### src/rtl/spart_driver.sv
// SPART driver: programs the baud divisor from the DIP switches, then echoes
// every received byte back out through the SPART bus. Registered Moore FSM;
// every bus output is a flop loaded with the value for the state being entered.
module spart_driver #(
  parameter logic [15:0] DB_4800  = 16'h0515,
  parameter logic [15:0] DB_9600  = 16'h028A,
  parameter logic [15:0] DB_19200 = 16'h0145,
  parameter logic [15:0] DB_38400 = 16'h00A2
) (
  input  logic       clk,
  input  logic       rst,
  input  logic [1:0] br_cfg,
  input  logic       rda,
  input  logic       tbr,
  input  logic [7:0] data_in,
  output logic       iocs,
  output logic       iorw,
  output logic [1:0] ioaddr,
  output logic [7:0] data_out,
  output logic [7:0] echo_count
);

  typedef enum logic [2:0] {
    LOAD_LO  = 3'd0,
    LOAD_HI  = 3'd1,
    WAIT_RDA = 3'd2,
    READ     = 3'd3,
    WAIT_TBR = 3'd4,
    WRITE    = 3'd5
  } state_t;

  state_t      state_q, state_d;
  logic        started_q;
  logic [1:0]  cfg_q;
  logic [7:0]  byte_q;
  logic        iocs_q, iorw_q;
  logic [1:0]  ioaddr_q;
  logic [7:0]  data_out_q;
  logic [7:0]  echo_count_q;
  logic [15:0] db_new_s;
  logic [15:0] db_cur_s;

  // Map a baud select code to its divisor.
  function automatic logic [15:0] db_sel(input logic [1:0] sel);
    logic [15:0] db;
    case (sel)
      2'b00:   db = DB_4800;
      2'b01:   db = DB_9600;
      2'b10:   db = DB_19200;
      2'b11:   db = DB_38400;
      default: db = DB_9600;
    endcase
    return db;
  endfunction

  // Low byte comes from the live switches (latched on LOAD_LO entry),
  // high byte from the latched copy so both halves always match.
  assign db_new_s = db_sel(br_cfg);
  assign db_cur_s = db_sel(cfg_q);

  // Next-state decision. Out of reset the FSM spends one extra edge in
  // LOAD_LO so the first post-reset edge registers the LOAD_LO outputs.
  always_comb begin
    state_d = state_q;
    case (state_q)
      LOAD_LO: begin
        if (started_q) state_d = LOAD_HI;
        else           state_d = LOAD_LO;
      end
      LOAD_HI:  state_d = WAIT_RDA;
      WAIT_RDA: begin
        if (rda)                  state_d = READ;
        else if (br_cfg != cfg_q) state_d = LOAD_LO;
        else                      state_d = WAIT_RDA;
      end
      READ:     state_d = WAIT_TBR;
      WAIT_TBR: begin
        if (tbr) state_d = WRITE;
        else     state_d = WAIT_TBR;
      end
      WRITE:    state_d = WAIT_RDA;
      default:  state_d = LOAD_LO;
    endcase
  end

  // State, data registers and registered bus outputs for the state being entered.
  always_ff @(posedge clk or negedge rst) begin
    if (!rst) begin
      state_q      <= LOAD_LO;
      started_q    <= 1'b0;
      cfg_q        <= 2'b00;
      byte_q       <= 8'h00;
      iocs_q       <= 1'b0;
      iorw_q       <= 1'b1;
      ioaddr_q     <= 2'b00;
      data_out_q   <= 8'h00;
      echo_count_q <= 8'h00;
    end else begin
      state_q   <= state_d;
      started_q <= 1'b1;
      if (state_q == READ) begin
        byte_q <= data_in;
      end
      case (state_d)
        LOAD_LO: begin
          cfg_q      <= br_cfg;
          iocs_q     <= 1'b1;
          iorw_q     <= 1'b0;
          ioaddr_q   <= 2'b10;
          data_out_q <= db_new_s[7:0];
        end
        LOAD_HI: begin
          iocs_q     <= 1'b1;
          iorw_q     <= 1'b0;
          ioaddr_q   <= 2'b11;
          data_out_q <= db_cur_s[15:8];
        end
        READ: begin
          iocs_q     <= 1'b1;
          iorw_q     <= 1'b1;
          ioaddr_q   <= 2'b00;
          data_out_q <= 8'h00;
        end
        WRITE: begin
          iocs_q       <= 1'b1;
          iorw_q       <= 1'b0;
          ioaddr_q     <= 2'b00;
          data_out_q   <= byte_q;
          echo_count_q <= echo_count_q + 8'd1;
        end
        default: begin
          iocs_q     <= 1'b0;
          iorw_q     <= 1'b1;
          ioaddr_q   <= 2'b00;
          data_out_q <= 8'h00;
        end
      endcase
    end
  end

  assign iocs       = iocs_q;
  assign iorw       = iorw_q;
  assign ioaddr     = ioaddr_q;
  assign data_out   = data_out_q;
  assign echo_count = echo_count_q;

endmodule
### config.mk
export PLATFORM = sky130hd
export DESIGN_NAME = spart_driver
export DESIGN_NICKNAME = d
export VERILOG_FILES = /design/src/rtl/spart_driver.sv
export SDC_FILE = /design/constraint.sdc
export NUM_CORES = 1
export LEC_CHECK = 0
export CAP_MARGIN = 15
export CORE_ASPECT_RATIO = 0.75
export CORE_MARGIN = 1.5
export CORE_UTILIZATION = 50
export DETAILED_ROUTE_END_ITERATION = 8
export GPL_TIMING_DRIVEN = 0
export PLACE_DENSITY = 0.86
export SYNTH_ARGS = -nofsm -noshare
export SYNTH_HDL_FRONTEND = slang
export SYNTH_SLANG_ARGS = --single-unit
### constraint.sdc
create_clock -name clk -period 2.6 [get_ports clk]
set_input_delay 0.39 -clock clk [delete_from_list [all_inputs] [get_ports clk]]
set_output_delay 0.39 -clock clk [all_outputs]
set_load 0.01 [all_outputs]
-- After elaboration in Yosys (flattened, before gate mapping)
Cells that the tools add are included.
- flip-flop bits (word level): 34
- logic and storage cells: 43
- add/subtract/negate cells: 1
- multiplexer cells: 11
- equality and inequality tests: 15
- reductions and logical operators: 7
- operators by type and width (operator ; number):
    16-bit case mux with 4 select lines ; 1
    8-bit case mux with 4 select lines ; 1
    8-bit case mux with 3 select lines ; 1
    3-bit case mux with 5 select lines ; 1
    3-bit by 2-bit equality test with 1-bit output, second input constant ; 3
    3-bit equality test, second input constant ; 3
    8-bit by 1-bit adder with 8-bit output, second input constant ; 1
    2-bit equality test, second input constant ; 4
    3-bit by 1-bit equality test with 1-bit output, second input constant ; 2
    3-bit zero test ; 2
    2-bit by 1-bit equality test with 1-bit output, second input constant ; 2
    2-bit zero test ; 2
    1-bit 2-to-1 mux ; 4
    2-bit 2-to-1 mux ; 2
    2-bit case mux with 2 select lines ; 1
    4-bit OR reduction ; 1
    3-bit OR reduction ; 1
    2-bit inequality test ; 1
    2-bit OR reduction ; 1

-- Longest topological paths before layout
- word-level depth: 7
- gate-level depth with buffers: 5

-- Worst setup path before layout
OpenSTA, ideal clock, no wires.
- path type: reg-to-reg
- from: register state_q[1]
- to: register cfg_q[1]
- buffers on the path: 0
- clock period less this slack: 1.378 ns
- cell stages (with the launch flop): 4
- setup slack: 1.222 ns
- arrival: 1.253 ns
- data required time: 2.475 ns
- path through: dfrtp_1 and2_1 nor3_4 mux2_4
- longest elaborated chain between the ends: 4
- elaborated cells on any way between the ends: 9
- classes of those cells: eq/ne: 5; mux: 1; reduce/logical: 3
- RTL lines (what ; line ; text):
    start: declaration ; 32 ; state_t state_q, state_d;
    start signal: assignment ; 99 ; state_q <= state_d;
    3-bit equality test or 3-bit by 1-bit equality test with 1-bit output (tied branches) ; 65 ; case (state_q)
    2-bit OR reduction (no source line) ; -- ;
    3-bit case mux with 5 select lines * ; 65 ;
    3-bit zero test * ; 104 ; case (state_d)
    end signal: assignment ; 106 ; cfg_q <= br_cfg;
    end: declaration ; 34 ; logic [1:0] cfg_q;
Every way passes the cells marked *; elsewhere a longest branch is shown, timed or not.
A chain may end at the register's enable or synchronous reset.

-- Worst setup path after layout
- from: register iorw_q, in the netlist iorw
- to: output iorw
- RTL lines (what ; line ; text):
    start: declaration ; 36 ; logic iocs_q, iorw_q;
    start signal: assignment ; 94 ; iorw_q <= 1'b1;
    start signal: assignment ; 108 ; iorw_q <= 1'b0;
    start signal: assignment ; 114 ; iorw_q <= 1'b0;
    end: declaration ; 17 ; output logic iorw,
No word-level cell between the ends.

==> flow_metrics.py <==
metrics = {
    "status": {
        "outcome": "complete, no violations",
    },
    "timing": {
        "rsz0062_at_grt": "false",
        "tightest_slew_ns": 0.728,
        "period_share": 0.661,
        "setup_viol": 0,
        "period_minus_slack_ns": 1.72,
        "slew_viol_final": 0,
        "skew_ns": 0.00348,
        "setup_tns_ns": 0,
        "hold_ws_ns": 0.151,
        "hold_viol": 0,
        "slew_headroom": 0.515,
        "fmax_mhz": 582,
        "worst_slack_ns": 0.882,
    },
    "detailed_routing": {
        "wl_met1_mm": 1.47,
        "dr.max_layer_used": "met4",
        "dr_wl_met3_um": 246,
        "finalWirelength_mm": 3.45,
        "ant_nets": 0,
        "first_pass_iters": 4,
        "vias": 1187,
        "wl_met2_mm": 1.66,
        "route.detailed.wl_per_inst_um": 16.8,
        "post-route-drc-count": 0,
        "drt-initial-drc-count": 95,
        "viasPerCell": 5.79,
    },
    "clock_tree": {
        "path_clk_slew_ns": 0.07,
        "tritoncts": "yes",
        "cts_max_path_buffers": 2,
        "htree_levels": 2,
        "postCtsSetupRepairBufs": 0,
        "holdBufCountCts": 0,
        "root_buffer": "clkbuf_8",
        "cts.sink_count": 34,
        "cts_repair_resize_count": 0,
        "worstSkewPairLatency_ns": 0.29,
        "numCtsBuffers": 5,
    },
    "synth": {
        "synth_top_flop_cell": "dfrtp_1",
        "syn_inst": 127,
        "syn_avg_cell_area_um2": 12.6,
        "syn_nets": 142,
        "ys_ff_latch": 34,
        "yosys_warnings": 0,
        "syn_area_um2": 1600,
        "synth_edf_count": 0,
        "seq_area_frac_synth": 0.534,
        "async_flop_share": 1.00,
        "yosysUniqueCellTypes": 47,
    },
    "global_routing": {
        "grt_pass1_vias": 1063,
        "grt_util_all_layers": 0.228,
        "grt_first_pass_wirelength_mm": 5.54,
        "grt_max_degree": 35,
        "antenna_found_initial": 0,
        "overflow": 0,
    },
    "power": {
        "power.leakage_nw": 0.906,
        "ir_worst_vdd_uv": 520,
        "cellPowerDensity_nw_per_um2": 1070,
    },
    "floorplan": {
        "die_w_um": 68.2,
        "dieArea_um2": 3540,
        "die_h_um": 51.9,
        "start_util": 0.532,
        "rows": 17,
        "ioPinCount": 34,
        "core_area_um2": 3000,
    },
    "final_layout": {
        "drive_gt1_frac": 0.210,
        "layout.nets": 181,
        "area_delta_synth_final_pct": 29.6,
        "final_common_cell": "dfrtp_1",
        "diodes": 0,
        "final_cell_mix": "dfrtp_1, clkdlybuf4s50_1, nand2_1",
        "final_area_um2": 2070,
        "post-route-util": 0.690,
        "fillers": 204,
    },
    "critical_path": {
        "crit_arrival_ns": 1.33,
        "crit_required_ns": 2.21,
        "cp_num_buf_inv": 1,
        "crit_fanout": 1,
        "cp_cell_sequence": "clkdlybuf4s50_1",
        "criticalPathCategory": "reg2out",
        "start_kind": "flip-flop",
        "critPathSlowestCell": "dfstp_2",
        "critPathTopFamily": "flip-flops",
        "crit_path_max_incr_delay_ns": 0.52,
        "end_kind": "output port",
    },
    "place": {
        "postPlaceCellArea_um2": 1960,
        "dp_slack_ns": 0.697,
        "gp_congestion": 0.843,
        "port_buffers": 32,
        "dp_hpwl_mm": 2.43,
    },
    "min_path": {
        "hold_path_class": "in2async",
    },
    "flow_run": {
        "drv_cap": 0,
    },
}
Yosys cell counts, drive strengths merged (3+ instances only):
cell type	number	area, um^2
and2	3	18.8
buf	6	47.5
dfrtp	33	826
inv	3	11.3
mux2	10	116
nand2	11	43.8
nor2	8	30.0
o21ai	5	25.0
o31ai	5	42.5
xnor2	8	77.6
worst paths after layout:
check	start	to	slack, ns	cells after the start
max	iorw	iorw	0.88	1
min	rst	iocs	0.15	1
max reg2reg	state_q[1]	data_out[1]	1.02	3
min reg2reg	echo_count[7]	echo_count[7]	0.47	1
max in group asynchronous	rst	byte_q[2]	1.98	1
min in group clk	br_cfg[1]	data_out[3]	0.40	2
worst register-to-register path: cells and delay by family, from the launching register on:
family | cells | cell delay (ns)
AO/OA/AOI/OAI | 2 | 0.68
flip-flops | 1 | 0.47
AND/OR/NAND/NOR | 1 | 0.28
power by group:
part           internal, mW  leakage [nW]  total (mW)  switching (mW)
combinational         0.459         0.421       0.874           0.415
sequential            0.727         0.427       0.880           0.153
clock                 0.267        0.0575       0.459           0.192
state kept, by name, summed over array words and instances, names as in the netlist:
name,cells
byte_q,8
data_out,8
echo_count,8
state_q,3
cfg_q,2
ioaddr,2
iocs,1
iorw,1
started_q,1
per-layer routing:
layer / vias up / track usage
li1: 530 / -
met1: 584 / 0.327
met2: 63 / 0.296
met3: 10 / 0.0866
met4: 0 / 0.117
met5: - / 0
per-stage QoR:
stage | power (mW) | cells
2_1_floorplan | 1.39 | 127
6_report | 2.21 | 205
5_1_grt | 2.33 | 205
3_5_place_dp | 1.74 | 197
4_1_cts | 2.21 | 205
3_3_place_gp | 1.69 | 197
layout make-up:
class,count,area (um^2),area share
timing repair buffer,32,315,0.152
sequential,34,852,0.412
clock buffer,8,110,0.0532
multi-input combinational,84,684,0.331
inverter,3,11.3,0.00544
tap,38,47.5,0.0230
buffer,6,47.5,0.0230
logic make-up after synthesis:
group           after synthesis  synth area share
compound gates               22             0.106
simple gates                 39             0.174
other cells                   1           0.00235
fa+ha+maj                     1           0.00784
mux                          11            0.0792
xor+xnor                     10            0.0596
flops                        34             0.534
buf+inv                       9            0.0369
No activity file was read; power rests on OpenSTA's default activity.
==> variant, RTL diff (same settings) <==
Add an input register stage for `br_cfg`, `rda`, `tbr` and `data_in`; this delays them by one clock.
--- a/src/rtl/spart_driver.sv
+++ b/src/rtl/spart_driver.sv
@@ -31,2 +31,14 @@
 
+  logic [1:0] br_cfg_q;
+  logic rda_q;
+  logic tbr_q;
+  logic [7:0] data_q;
+
+  always_ff @(posedge clk) begin
+    br_cfg_q <= br_cfg;
+    rda_q    <= rda;
+    tbr_q    <= tbr;
+    data_q   <= data_in;
+  end
+
   state_t      state_q, state_d;
@@ -57,3 +69,3 @@
   // high byte from the latched copy so both halves always match.
-  assign db_new_s = db_sel(br_cfg);
+  assign db_new_s = db_sel(br_cfg_q);
   assign db_cur_s = db_sel(cfg_q);
@@ -71,4 +83,4 @@
       WAIT_RDA: begin
-        if (rda)                  state_d = READ;
-        else if (br_cfg != cfg_q) state_d = LOAD_LO;
+        if (rda_q)                  state_d = READ;
+        else if (br_cfg_q != cfg_q) state_d = LOAD_LO;
         else                      state_d = WAIT_RDA;
@@ -77,3 +89,3 @@
       WAIT_TBR: begin
-        if (tbr) state_d = WRITE;
+        if (tbr_q) state_d = WRITE;
         else     state_d = WAIT_TBR;
@@ -101,3 +113,3 @@
       if (state_q == READ) begin
-        byte_q <= data_in;
+        byte_q <= data_q;
       end
@@ -105,3 +117,3 @@
         LOAD_LO: begin
-          cfg_q      <= br_cfg;
+          cfg_q      <= br_cfg_q;
           iocs_q     <= 1'b1;
Behaviour: not the same (a bounded check fails within 4 cycles, from zero or initial values and one cycle with rst low).
==> variant against the original RTL <==
- maximum frequency up 0.21%
- combinational power decreased by 3.1%
- design area is 11% higher
- die area rose by 13%
- wire length is 4.9% lower
- sequential cell count up 12
- area after synthesis up 14%
- clock skew increased by 0.0028 ns
- power rose by 6.6%
- worst setup slack improved by 0.0035 ns
- worst hold slack lost 0.0015 ns
- count of clock-buffer cells in the layout shrank 1
- final cell count grew 6.3%
- critical path type unchanged
==> variant: results (changes against the original RTL) <==
** Synth
- Net count of the mapped netlist :: 152 (+7.0%)
- The gate count of the mapped netlist is 137 (+7.9%).
- Async set or reset register ratio after synthesis :: 0.739 (-0.261)
- Top cell types by occurrence after synthesis :: sky130_fd_sc_hd__dfrtp_1, sky130_fd_sc_hd__dfxtp_1, sky130_fd_sc_hd__nand2_1
- Count of different cell masters after synthesis :: 44 (-6.4%)
- Ranked by total cell area, the synthesized netlist is headed by sky130_fd_sc_hd__dfrtp_1, sky130_fd_sc_hd__dfxtp_1, sky130_fd_sc_hd__mux2_2.
- The share of synthesized area occupied by flip-flops and latches was 0.600 (+0.0655).

** Pwr
- The cell area power density was 1030 nW/um2 (-3.7%).
- The maximum vdd drop came to 0.509 mV (-2.2%).
- The internal power summed over all cells was 1.59 mW (+9.6%).
- Reported leakage power :: 0.994 nW (+9.7%)
- The combinational-cell power consumption was 0.847 mW (-3.1%).
- The clock power share is 0.185 (-0.022).

** Route
- Met2 layer wire length in the routed design :: 1460 um (-12%)
- Met3 routed wirelength :: 215 um (-13%)
- Metal-1 WL :: 1530 um (+4.3%)
- Via Count :: 1,211 (+2.0%)
- Detailed router's first-iteration violation count :: 60 (-37%)
- The routed wire length came to 3280 um (-4.9%).
- Average wire length per cell after detail routing :: 15.0 um (-11%)

** Placement
- The weighted congestion at the end of routability-driven global placement was 0.789 (-6.5%).
- The post-DP HPWL came to 2360 um (-2.8%).
- Area after DPL :: 2200 um2 (+12%)
- The number of input and output port buffers inserted was 33 (+3.1%).
- Placed cell count :: 210 (+6.6%)

** Global route
- The number of global-route vias before repair came to 1,148 (+8.0%).
- Met2 global-route usage :: 0.266 (-0.0301)
- Met3 GRT Util :: 0.0712 (-0.0154)
- GRT Total Usage :: 0.182 (-0.0462)
- GRT met1 Usage :: 0.245 (-0.0821)
- The global-route wire length before repair came to 5450 um (-1.6%).

** Critical path
- The critical path ends at iorw.
- In this run the critical register-to-register path is launched from state_q[1].
- The worst-case reg-to-reg path depth came to 4 (+1).
- Register-to-register path setup slack :: 1.04 ns (+0.02 ns)

** Final layout
- The number of nets at the end of the flow is 192 (+6.1%).
- Filler instances :: 231 (+13%)

** STA
- Normalized max-slew margin :: 0.514 (-0.000541)
- Max Clock Skew :: 0.00624 ns (+0.00276 ns)

** Clock network
- PostCTS Resize Cnt :: 0 (unchanged)

** Run status
- Run status :: finished clean
variant: cell count changes in the layout (fill, tap and decap cells not counted), sizes merged, moves of 2 or more:
cell	unedited run	this run
a211oi	0	2
and2	3	1
dfxtp	0	12
nand2b	1	5
nand3	2	0
nand4	2	4
nor2	8	4
nor2b	0	2
nor3	2	0
o21ai	5	8
o21bai	0	2
o31ai	5	3
variant: logic make-up after synthesis:
logic type      Yosys count  share of synthesized area
buf+inv                   9                     0.0357
other cells               1                    0.00206
compound gates           25                      0.107
fa+ha+maj                 1                    0.00687
flops                    46                      0.600
xor+xnor                 10                     0.0481
mux                      11                     0.0673
simple gates             34                      0.133
variant: worst min path at each step:
stage | cells past startpoint | endpoint | slack, ns | start
6_report | 1 | byte_q[6] | 0.15 | rst
5_1_grt | 1 | started_q | 0.20 | rst
4_1_cts | 1 | byte_q[4] | 0.18 | rst
3_5_place_dp | 1 | byte_q[1] | 0.45 | data_q[1]
3_3_place_gp | 1 | byte_q[1] | 0.44 | data_q[1]
2_1_floorplan | 0 | byte_q[0] | 0.09 | rst
variant: layout make-up:
| cell class | instances | share of cell area |
|---|---|---|
| Timing Repair Buffer | 33 | 0.142 |
| Clock inverter | 1 | 0.00219 |
| Inverter | 3 | 0.00492 |
| Multi-Input combinational cell | 82 | 0.290 |
| Tap cell | 40 | 0.0219 |
| Clock buffer | 7 | 0.0377 |
| Buffer | 6 | 0.0235 |
| Sequential cell | 46 | 0.477 |
variant: through the flow:
| stage | setup WS (ns) | util |
|---|---|---|
| after CTS | 0.873 | 0.677 |
| after detailed placement | 1.10 | 0.650 |
| after global routing | 0.841 | 0.677 |
| after global placement | 0.520 | 0.652 |
| final | 0.886 | 0.677 |
| after floorplan | 1.24 | - |
